## config.mk

```make
export PLATFORM = sky130hd
export DESIGN_NAME = video_format_detector
export DESIGN_NICKNAME = d
export VERILOG_FILES = /design/src/rtl/video_format_detector.sv
export SDC_FILE = /design/constraint.sdc
export NUM_CORES = 1
export LEC_CHECK = 0
export ABC_CLOCK_PERIOD_IN_PS = 4000
export CELL_PAD_IN_SITES_DETAIL_PLACEMENT = 0
export CELL_PAD_IN_SITES_GLOBAL_PLACEMENT = 1
export CORE_MARGIN = 1.5
export CORE_UTILIZATION = 35
export CTS_CLUSTER_DIAMETER = 60
export DETAILED_ROUTE_END_ITERATION = 16
export PLACE_DENSITY_LB_ADDON = 0.1
export SYNTH_ARGS = -nofsm -noshare
export SYNTH_HDL_FRONTEND = slang
export SYNTH_SLANG_ARGS = --single-unit
```

## constraint.sdc

```tcl
create_clock -name clk_50mhz_in -period 4 [get_ports clk_50mhz_in]
set_clock_uncertainty 0.05 [all_clocks]
set_input_delay 0.4 -clock clk_50mhz_in [delete_from_list [all_inputs] [get_ports clk_50mhz_in]]
set_output_delay 0.4 -clock clk_50mhz_in [all_outputs]
set_load 0.01 [all_outputs]
```

## src/rtl/video_format_detector.sv

```systemverilog
// Classifies incoming analogue sync timing into the monitor interface's video format code.
// A format is only reported once several consecutive fields agree; loss of sync forces code 0.
module video_format_detector #(
  parameter int unsigned STABLE_FIELDS = 4,
  parameter int unsigned H_TIMEOUT     = 8000,
  parameter int unsigned V_TIMEOUT     = 2500000,
  parameter int unsigned H_MIN_GAP     = 1000,
  parameter int unsigned H_I_MIN       = 2900,
  parameter int unsigned H_I_MAX       = 3500,
  parameter int unsigned H_P_MIN       = 1450,
  parameter int unsigned H_P_MAX       = 1750,
  parameter int unsigned L_576I_MIN    = 300,
  parameter int unsigned L_576I_MAX    = 330,
  parameter int unsigned L_480I_MIN    = 250,
  parameter int unsigned L_480I_MAX    = 275,
  parameter int unsigned L_576P_MIN    = 600,
  parameter int unsigned L_576P_MAX    = 650,
  parameter int unsigned L_480P_MIN    = 510,
  parameter int unsigned L_480P_MAX    = 540
) (
  input  logic        clk_50mhz_in,
  input  logic        reset_x,
  input  logic        hsync_x,
  input  logic        vsync_x,
  output logic [7:0]  video_format,
  output logic        locked,
  output logic        format_changed,
  output logic [11:0] h_period,
  output logic [9:0]  line_count
);

  localparam int unsigned HW = 13;
  localparam int unsigned VW = 22;
  localparam int unsigned PW = 12;
  localparam int unsigned LW = 10;
  localparam int unsigned SW = $clog2(STABLE_FIELDS + 1);

  logic [2:0]    hs_sr, vs_sr;
  logic [HW-1:0] h_cnt;
  logic [VW-1:0] v_wd;
  logic [LW-1:0] line_cnt;
  logic          armed, armed_n;
  logic [7:0]    candidate, candidate_n;
  logic [SW-1:0] stable_cnt, stable_cnt_n;
  logic          upd_pend, upd_pend_n;
  logic [7:0]    video_format_n;
  logic          locked_n, format_changed_n;

  logic          hs_fall_c, vs_fall_c, hs_acc_c, loss_c;
  logic [PW-1:0] h_clip_c, h_now_c;
  logic [LW-1:0] line_inc_c, lines_closed_c;
  logic [7:0]    cls_c;

  // Two synchroniser stages followed by an edge register; syncs idle high
  always_ff @(posedge clk_50mhz_in or negedge reset_x) begin
    if (!reset_x) begin
      hs_sr <= 3'b111;
      vs_sr <= 3'b111;
    end else begin
      hs_sr <= {hs_sr[1:0], hsync_x};
      vs_sr <= {vs_sr[1:0], vsync_x};
    end
  end

  // Edge qualification, loss detection and field classification
  always_comb begin
    hs_fall_c      = hs_sr[2] & ~hs_sr[1];
    vs_fall_c      = vs_sr[2] & ~vs_sr[1];
    hs_acc_c       = hs_fall_c && (h_cnt >= HW'(H_MIN_GAP));
    h_clip_c       = h_cnt[HW-1] ? '1 : h_cnt[PW-1:0];
    line_inc_c     = (line_cnt == '1) ? line_cnt : line_cnt + LW'(1);
    lines_closed_c = hs_acc_c ? line_inc_c : line_cnt;
    h_now_c        = hs_acc_c ? h_clip_c : h_period;
    // The edge that clears a counter also ends its own loss condition
    loss_c         = ((h_cnt >= HW'(H_TIMEOUT)) && !hs_acc_c) ||
                     ((v_wd >= VW'(V_TIMEOUT)) && !vs_fall_c);
    cls_c          = 8'd0;
    if (h_now_c >= PW'(H_I_MIN) && h_now_c <= PW'(H_I_MAX)) begin
      if (lines_closed_c >= LW'(L_576I_MIN) && lines_closed_c <= LW'(L_576I_MAX))
        cls_c = 8'd1;
      else if (lines_closed_c >= LW'(L_480I_MIN) && lines_closed_c <= LW'(L_480I_MAX))
        cls_c = 8'd2;
    end else if (h_now_c >= PW'(H_P_MIN) && h_now_c <= PW'(H_P_MAX)) begin
      if (lines_closed_c >= LW'(L_576P_MIN) && lines_closed_c <= LW'(L_576P_MAX))
        cls_c = 8'd3;
      else if (lines_closed_c >= LW'(L_480P_MIN) && lines_closed_c <= LW'(L_480P_MAX))
        cls_c = 8'd4;
    end
  end

  // Line period, line count and vsync watchdog counters
  always_ff @(posedge clk_50mhz_in or negedge reset_x) begin
    if (!reset_x) begin
      h_cnt      <= '0;
      v_wd       <= '0;
      line_cnt   <= '0;
      h_period   <= '0;
      line_count <= '0;
    end else begin
      if (hs_acc_c) begin
        h_cnt    <= HW'(1);
        h_period <= h_clip_c;
      end else if (h_cnt != '1) begin
        h_cnt <= h_cnt + HW'(1);
      end
      if (vs_fall_c) begin
        line_cnt   <= '0;
        line_count <= lines_closed_c;
        v_wd       <= '0;
      end else begin
        if (hs_acc_c)
          line_cnt <= line_inc_c;
        if (v_wd != '1)
          v_wd <= v_wd + VW'(1);
      end
    end
  end

  // Stability tracking and output update, applied the clock after a classified field
  always_comb begin
    armed_n          = armed;
    candidate_n      = candidate;
    stable_cnt_n     = stable_cnt;
    upd_pend_n       = 1'b0;
    video_format_n   = video_format;
    format_changed_n = 1'b0;
    if (loss_c) begin
      armed_n          = 1'b0;
      candidate_n      = 8'd0;
      stable_cnt_n     = '0;
      video_format_n   = 8'd0;
      format_changed_n = (video_format != 8'd0);
    end else begin
      if (upd_pend && stable_cnt == SW'(STABLE_FIELDS) && candidate != video_format) begin
        video_format_n   = candidate;
        format_changed_n = 1'b1;
      end
      if (vs_fall_c) begin
        if (!armed) begin
          armed_n = 1'b1;
        end else begin
          upd_pend_n = 1'b1;
          if (cls_c == candidate) begin
            if (stable_cnt != SW'(STABLE_FIELDS))
              stable_cnt_n = stable_cnt + SW'(1);
          end else begin
            candidate_n  = cls_c;
            stable_cnt_n = SW'(1);
          end
        end
      end
    end
    locked_n = (stable_cnt_n == SW'(STABLE_FIELDS)) && (video_format_n != 8'd0);
  end

  always_ff @(posedge clk_50mhz_in or negedge reset_x) begin
    if (!reset_x) begin
      armed          <= 1'b0;
      candidate      <= 8'd0;
      stable_cnt     <= '0;
      upd_pend       <= 1'b0;
      video_format   <= 8'd0;
      locked         <= 1'b0;
      format_changed <= 1'b0;
    end else begin
      armed          <= armed_n;
      candidate      <= candidate_n;
      stable_cnt     <= stable_cnt_n;
      upd_pend       <= upd_pend_n;
      video_format   <= video_format_n;
      locked         <= locked_n;
      format_changed <= format_changed_n;
    end
  end

endmodule

```

Word-level counts from Yosys, hierarchy flattened
Cells that the tools add are included.

Output and inout bits: 32. Bits of input ports: 4. Register bits after elaboration: 96.

$add $sub $neg: 4. Equality and inequality tests: 9. Muxes and demuxes: 33. Bitwise logic cells: 4. Order comparisons: 15. Reductions and logical operators: 22.

Operator list (count): $mux 8 (7); $mux 22 (2); $mux 10 (3); $mux 13 (2); $mux 12 (2); $mux 3 (8); $add 22x1->22 const B (1); $ge 22x22->1 const B (1); $ne 22x22->1 const B (1); $ge 10x9->1 const B (2); $le 10x10->1 const B (2); $le 10x9->1 const B (2); $reduce_bool 8->1 (2); $add 13x1->13 const B (1); $ge 13x10->1 const B (1); $ge 13x13->1 const B (1); $ne 13x13->1 const B (1); $ge 12x11->1 const B (1); $ge 12x12->1 const B (1); $le 12x11->1 const B (1); $le 12x12->1 const B (1); $logic_and 1x1->1 (12); $add 10x1->10 const B (1); $eq 10x10->1 const B (1); 16 further kinds (30).

Depth between registers and ports, before layout
Gate-level depths: netlist of the first run.

Word-level depth: 17. Gate-level depth with buffers: 14.

Least setup slack after synthesis of the first run
OpenSTA, ideal clock, no wires.

Path type: register to register. Start: register h_cnt[5]. End: register locked. Stages on the path, launching flop included: 15. Required time: 3.863 ns. Library setup time: 0.087 ns. Period minus slack after synthesis: 3.254 ns. Arrival: 3.118 ns. Slack: 0.746 ns. Cell sequence: dfrtp_1 buf_6 and3_1 buf_6 a2111o_1 and3_1 buf_2 mux2i_1 a211oi_1 a2111oi_2 o21ai_2 xnor2_2 nor4_2 o211ai_1 a211oi_2.

Longest elaborated chain between the ends: 16. Elaborated cells between the ends (all ways): 42. Those cells by class: order compare (14); eq/ne (2); mux (14); reduce/logical (12).

RTL lines: from (decl) (RTL line 39) `logic [HW-1:0] h_cnt;`; from (signal assigned) (RTL line 104) `h_cnt <= h_cnt + HW'(1);`; $ge 13x10->1 (RTL line 69) `hs_acc_c = hs_fall_c && (h_cnt >= HW'(H_MIN_GAP));`; $logic_and 1x1->1 (RTL line 69); $mux 10; $ge 10x9->1 / $le 10x10->1 (equally long branches) (RTL line 86) `else if (lines_closed_c >= LW'(L_480P_MIN) && lines_closed_c <= LW'(L_480P_MAX))`; $logic_and 1x1->1 (RTL line 86); $mux 3 (RTL line 86); $mux 3 (RTL line 84) `if (lines_closed_c >= LW'(L_576P_MIN) && lines_closed_c <= LW'(L_576P_MAX))`; $mux 3 (RTL line 83) `end else if (h_now_c >= PW'(H_P_MIN) && h_now_c <= PW'(H_P_MAX)) begin`; $mux 8 (RTL line 78) `if (h_now_c >= PW'(H_I_MIN) && h_now_c <= PW'(H_I_MAX)) begin`; $eq 8x8->1 (RTL line 143) `if (cls_c == candidate) begin`; $mux 3 (RTL line 143); $mux 3 (RTL line 139) `if (!armed) begin`; $mux 3 (RTL line 138) `if (vs_fall_c) begin`; $mux 3 (RTL line 127) `if (loss_c) begin`; $eq 3x3->1 (RTL line 153) `locked_n = (stable_cnt_n == SW'(STABLE_FIELDS)) && (video_format_n != 8'd0);`; $logic_and 1x1->1 * (RTL line 153); net locked_n (RTL line 47) `logic locked_n, format_changed_n;`; to (signal assigned) (RTL line 171) `locked <= locked_n;`; to (decl) (RTL line 26) `output logic locked,`.

The timed path passes the listed nets; every way through them passes the cells marked *. A chain may end at the register's enable or synchronous reset.

Final worst setup path of the first run
Start: register h_cnt[4]. End: register locked.

Same word-level chain as after synthesis.

==> results of run 1 <==
## Yosys cell counts, types with 7 or more instances
| master | instances |
|---|---|
| dfrtp_1 | 85 |
| nor2_1 | 72 |
| nand2_1 | 53 |
| o21ai_0 | 47 |
| clkbuf_1 | 25 |
| a21oi_1 | 23 |
| nand3_1 | 21 |
| nand4_1 | 21 |
| xor2_1 | 18 |
| and2_1 | 11 |
| inv_1 | 11 |
| xnor2_1 | 11 |
| and3_1 | 10 |
| nor4_1 | 8 |
| a31oi_1 | 7 |
| ha_1 | 7 |
| nor2b_1 | 7 |
| nor3_1 | 7 |
## worst max-delay path, stage by stage, from the launching register on
cell and delay [ns]:
dfrtp_1 0.51, o211a_4 0.33, a2111o_1 0.48, and3_1 0.31
mux2i_1 0.35, a211oi_1 0.12, a2111oi_2 0.42, o21ai_2 0.15
xnor2_2 0.16, nor4_2 0.36, o211ai_1 0.14, a211oi_2 0.22
## final cells by class
cell class,count,area (µm²)
fillers,1391,8100
multi-input cells,423,2620
flip-flops and latches,91,2280
repair buffers,51,468
clock buffers,10,239
well taps,180,225
clock inverters,6,65.1
inverters,11,41.3
## layer usage
metal / up-vias / global-route usage
met5: - / 0
met1: 2023 / 0.242
met3: 26 / 0.0449
li1: 2066 / -
met2: 101 / 0.275
met4: 0 / 0.0704
## registers in the layout, indices dropped and copies added (netlist names)
name	flops
line_count	10
vs_sr	3
v_wd	22
format_changed	1
candidate	3
armed	1
video_format	8
upd_pend	1
line_cnt	10
h_period	12
h_cnt	13
stable_cnt	3
hs_sr	3
locked	1
## where the power goes
group          total [W]  internal, W  switching (W)
Combinational   0.000155    0.0000628      0.0000921
Sequential      0.000993     0.000956      0.0000362
Clock           0.000875     0.000501       0.000374
Total            0.00202      0.00152       0.000502
## cells by family (layout without fill, tap and decap cells)
group           count (synthesis)  count (layout)
simple gates                  245             245
compound gates                131             131
flops                          91              91
buf+inv                        45              78
xor+xnor                       32              32
mux                             8               8
fa+ha+maj                       7               7
## path summary, 6_finish.rpt
kind / from / end / slack [ns] / cells past startpoint
worst min register to register: hs_sr[0] / hs_sr[1] / 0.31 / 0
min in group clk_50mhz_in: hs_sr[0] / hs_sr[1] / 0.31 / 0
worst max register to register: h_cnt[4] / locked / 0.32 / 11
max in group asynchronous: reset_x / hs_sr[0] / 2.85 / 2
worst min-delay path: reset_x / line_count[9] / 0.12 / 1
worst max-delay path: h_cnt[4] / locked / 0.32 / 11
## per-stage QoR
stage	util	area, µm²	hold slack, ns	std cells
3_5_place_dp	0.401	5640	0.297	756
6_report	0.423	5940	0.117	772
3_3_place_gp	0.401	5640	0.296	756
4_1_cts	0.423	5940	0.197	772
2_1_floorplan	-	5100	0.0544	559
5_1_grt	0.423	5940	0.241	772
==> flow_metrics.py, run 1 <==
metrics = {
    "floorplanning": {
        "fp.dieH_um": 124,
        "die_area_um2": 15300,
        "initial_core_util": 0.363,
        "core_area_um2": 14000,
        "rows": 43,
        "die_w_um": 124,
        "ios": 36,
    },
    "synth": {
        "synth_area_leaders": "dfrtp_1 42%, nor2_1 5.3%, o21ai_0 4.6%",
        "synth-simple-area-share": 0.243,
        "syn_inst": 559,
        "synth.mux.area_fraction": 0.0162,
        "postSynth.asyncResetShare": 1.00,
        "syn-num-nets": 570,
        "syn_avg_cell_area_um2": 9.12,
        "ys_seq_elements": 91,
        "synth_compound_gate_area_share": 0.177,
        "synth_flop_cell": "dfrtp_1",
        "synth_top_area_frac": 0.417,
        "synth-xor-area-share": 0.0594,
        "ys_warn_count": 0,
        "synthAdderAreaFrac": 0.0172,
        "syn_area_um2": 5100,
        "synth_top_cell_by_area": "dfrtp_1",
        "ys_seq_area_frac": 0.448,
        "synth_top_family_by_area": "simple AND/OR/NAND/NOR gates",
        "synth_cell_types": 70,
        "synth_edf_count": 0,
    },
    "timing": {
        "hold_viol_final": 0,
        "period_share": 0.921,
        "worst_slack_ns": 0.317,
        "setup_tns_ns": 0,
        "rsz0062_at_grt": "no",
        "slew_headroom": 0.349,
        "finalCriticalPeriod_ns": 3.68,
        "setup_viol": 0,
        "drv_slew": 0,
        "tightest_slew_ns": 0.977,
        "max_freq_ghz": 0.272,
    },
    "critical_path": {
        "cp-start-kind": "flip-flop",
        "worstSetupEndpointType": "flip-flop",
        "worstPathRequired_ns": 4.22,
        "path_max_fanout": 11,
        "path_class": "reg2reg",
        "cp.arrival_ns": 3.90,
    },
    "clock_tree": {
        "hold_buffers": 0,
        "cts_made_buffers": 9,
        "cts_root_buf": "clkbuf_16",
        "clockBufferDepth": 2,
        "cts_setup_buffers": 0,
        "worstSkewPairLatency_ns": 0.35,
        "cts_tree": "yes",
        "cts_resized": 0,
        "cts_sinks": 91,
        "htreeDepth": 3,
        "clk_pin_slew_ns": 0.06,
    },
    "grt": {
        "overflow": 0,
        "grt_pass1_vias": 3993,
        "grt_first_pass_wirelength_um": 21000,
        "grt_usage": 0.179,
        "antenna_found_initial": 0,
        "grt_max_degree": 75,
    },
    "finish": {
        "area_growth_pct": 16.5,
        "final_common_cell": "dfrtp_1",
        "final_cell_mix": "85 x dfrtp_1, 72 x nor2_1, 53 x nand2_1, 47 x o21ai_0, 34 x clkdlybuf4s50_1",
        "nets": 598,
        "final_layout_size_suffix_gt1_frac": 0.0997,
        "diodes": 0,
    },
    "route": {
        "wl_per_cell_um": 16.5,
        "ant_nets": 0,
        "route.met2.wl_um": 5800,
        "wl_met1_um": 6050,
        "dr.pass1.iters": 4,
        "highest-signal-layer": "met4",
        "wirelength_um": 12700,
        "route.detailed.drc": 0,
        "avgViaCountPerCell": 5.46,
        "drt_iter0_markers": 248,
        "met3_length_um": 515,
        "vias": 4216,
    },
    "run": {
        "max_cap_viol_count": 0,
    },
    "pwr": {
        "ir_drop_mv": 0.304,
        "power_leakage_nw": 2.46,
        "power_density_nw_per_um2": 340,
        "power.total_w": 0.00202,
    },
    "status": {
        "outcome": "finished clean",
    },
    "place": {
        "io_buffers": 35,
        "gp_congestion": 0.902,
        "dp_hpwl_um": 8980,
        "place_ws_ns": 0.355,
    },
    "worst_hold_path": {
        "min_path_type": "in2async",
    },
}
No activity file was read; power rests on OpenSTA's default activity.
==> inputs of run 2 (changes only) <==
- CAP_MARGIN: default -> 25
==> run 2 against run 1 <==
Effect of this change:
- clock-buffer cell count unchanged
- utilization rose by 0.21 points
- sequential share of layout area down 0.19 points
- maximum frequency shrank 0.14%
- sequential cell count is the same
- routed wire length up 0.61%
- clock power about the same
- non-clock buffer count grew 2
- final cell count grew 0.26%
- critical path type unchanged
- largest cell class unchanged
- highest routed layer unchanged
==> flow_metrics.py, run 2 (synthesized netlist as in run 1, its figures left out) <==
metrics = {
    "finish": {
        "largest-register": "v_wd",
        "final.fill_count": 1388,
        "reg.largest.list": "v_wd x22, h_cnt x13, h_period x12",
        "final_cell_mix": "85 x dfrtp_1, 72 x nor2_1, 53 x nand2_1, 47 x o21ai_0, 34 x clkdlybuf4s50_1",
        "final_common_cell": "dfrtp_1",
        "final_layout_size_suffix_gt1_frac": 0.101,
        "final_util": 0.425,
        "largest_reg_flops": 22,
        "nets": 600,
        "multi_input_area_um2": 2620,
        "regArea_um2": 2280,
        "diodes": 0,
        "area_growth_pct": 17.1,
    },
    "floorplanning": {
        "die_area_um2": 15300,
        "fp.dieH_um": 124,
        "die_w_um": 124,
        "rows": 43,
        "ios": 36,
        "initial_core_util": 0.363,
        "core_area_um2": 14000,
    },
    "critical_path": {
        "worst-path-buf-inv": 0,
        "reg2reg_depth": 12,
        "cp.arrival_ns": 3.91,
        "r2r_start": "line_cnt[1]",
        "cp_cell_sequence": "ha_1 > and4_1 > nand4_1 > o31ai_1 > nand2_1 > or3_1 > nor3_1 > o21ai_2 > xnor2_2 > nor4_2 > o211ai_1 > a211oi_2",
        "critPathSlowestCell": "dfrtp_1",
        "slowest_delay_ns": 0.46,
        "worstPathRequired_ns": 4.22,
        "worstSetupEndpointType": "flip-flop",
        "cp-start-kind": "flip-flop",
        "path_class": "reg2reg",
        "regToRegEndpoint": "locked",
        "crit_family": "simple AND/OR/NAND/NOR gates",
        "r2r_slack_ns": 0.31,
        "path_max_fanout": 11,
    },
    "clock_tree": {
        "clockBufferDepth": 2,
        "cts_root_buf": "clkbuf_16",
        "clk_pin_slew_ns": 0.07,
        "htreeDepth": 3,
        "cts_sinks": 91,
        "cts_tree": "yes",
        "cts_made_buffers": 9,
        "worstSkewPairLatency_ns": 0.35,
        "cts_setup_buffers": 0,
    },
    "place": {
        "gp_congestion": 0.902,
        "io_buffers": 35,
        "dp_hpwl_um": 8980,
    },
    "worst_hold_path": {
        "whs_endpoint": "vs_sr[1]",
        "holdPathStages": 0,
        "min_from": "vs_sr[0]",
        "min_path_type": "reg2reg",
    },
    "timing": {
        "period_share": 0.922,
        "slew_headroom": 0.581,
        "hold_viol_final": 0,
        "tightest_slew_ns": 0.628,
        "setup_tns_ns": 0,
        "setup_viol": 0,
        "finalCriticalPeriod_ns": 3.69,
        "rsz0062_at_grt": "no",
        "max_freq_ghz": 0.271,
        "drv_slew": 0,
    },
    "grt": {
        "grt_first_pass_wirelength_um": 21000,
        "antenna_found_initial": 0,
        "grt_usage": 0.179,
        "grt_pass1_vias": 3993,
        "overflow": 0,
        "grt_max_degree": 75,
    },
    "route": {
        "wirelength_um": 12800,
        "vias": 4228,
        "route.detailed.drc": 0,
        "ant_nets": 0,
        "avgViaCountPerCell": 5.46,
        "dr.pass1.iters": 4,
        "wl_per_cell_um": 16.5,
        "drt_iter0_markers": 267,
    },
    "pwr": {
        "power_leakage_nw": 2.48,
        "power_density_nw_per_um2": 339,
        "power.total_w": 0.00203,
        "ir_drop_mv": 0.304,
    },
    "run": {
        "max_cap_viol_count": 0,
    },
    "status": {
        "outcome": "finished clean",
    },
}
==> run 2: repair_timing <==
item,in CTS,in global routing
endpoints found under the hold margin,0,29
resized for setup,0,0
hold buffers,0,1
==> run 2: report_power, final <==
part	internal [W]	leakage, nW	total [W]	switching (W)
clock	0.000501	0.148	0.000876	0.000374
combinational	0.0000654	1.11	0.000158	0.0000926
sequential	0.000956	1.22	0.000992	0.0000359
==> run 2: cell type report <==
class                      count  area share
multi-input combinational    423       0.439
sequential                    91       0.383
timing repair buffer          53      0.0834
clock buffer                  10      0.0400
tap                          180      0.0377
clock inverter                 6      0.0109
inverter                      11     0.00691
==> run 2: worst max-delay path by stage <==
stage | startpoint | to | slack, ns | cells after the start
4_1_cts | h_cnt[4] | locked | 0.31 | 11
2_1_floorplan | h_cnt[5] | locked | 0.75 | 14
6_report | line_cnt[1] | locked | 0.31 | 12
3_3_place_gp | h_cnt[4] | locked | 0.38 | 11
3_5_place_dp | line_cnt[1] | locked | 0.35 | 12
5_1_grt | line_cnt[1] | locked | 0.06 | 12
==> run 2: through the flow <==
| stage | setup slack (ns) | hold slack, ns | instance area (µm²) | instances |
|---|---|---|---|---|
| after CTS | 0.315 | 0.197 | 5940 | 772 |
| after detailed placement | 0.355 | 0.297 | 5640 | 756 |
| final | 0.312 | 0.306 | 5970 | 774 |
| after floorplan | 0.746 | 0.0544 | 5100 | 559 |
| after global routing | 0.0561 | 0.308 | 5970 | 774 |
| after global placement | 0.378 | 0.296 | 5640 | 756 |
==> run 2: metal layers <==
layer / up-vias / GRT usage / routed length (µm) / share of wire
met3: 26 / 0.0449 / 540 / 0.042
met2: 97 / 0.275 / 5790 / 0.45
met5: - / 0 / 0 / 0
met4: 0 / 0.0704 / 366 / 0.029
li1: 2069 / - / - / -
met1: 2036 / 0.242 / 6110 / 0.48
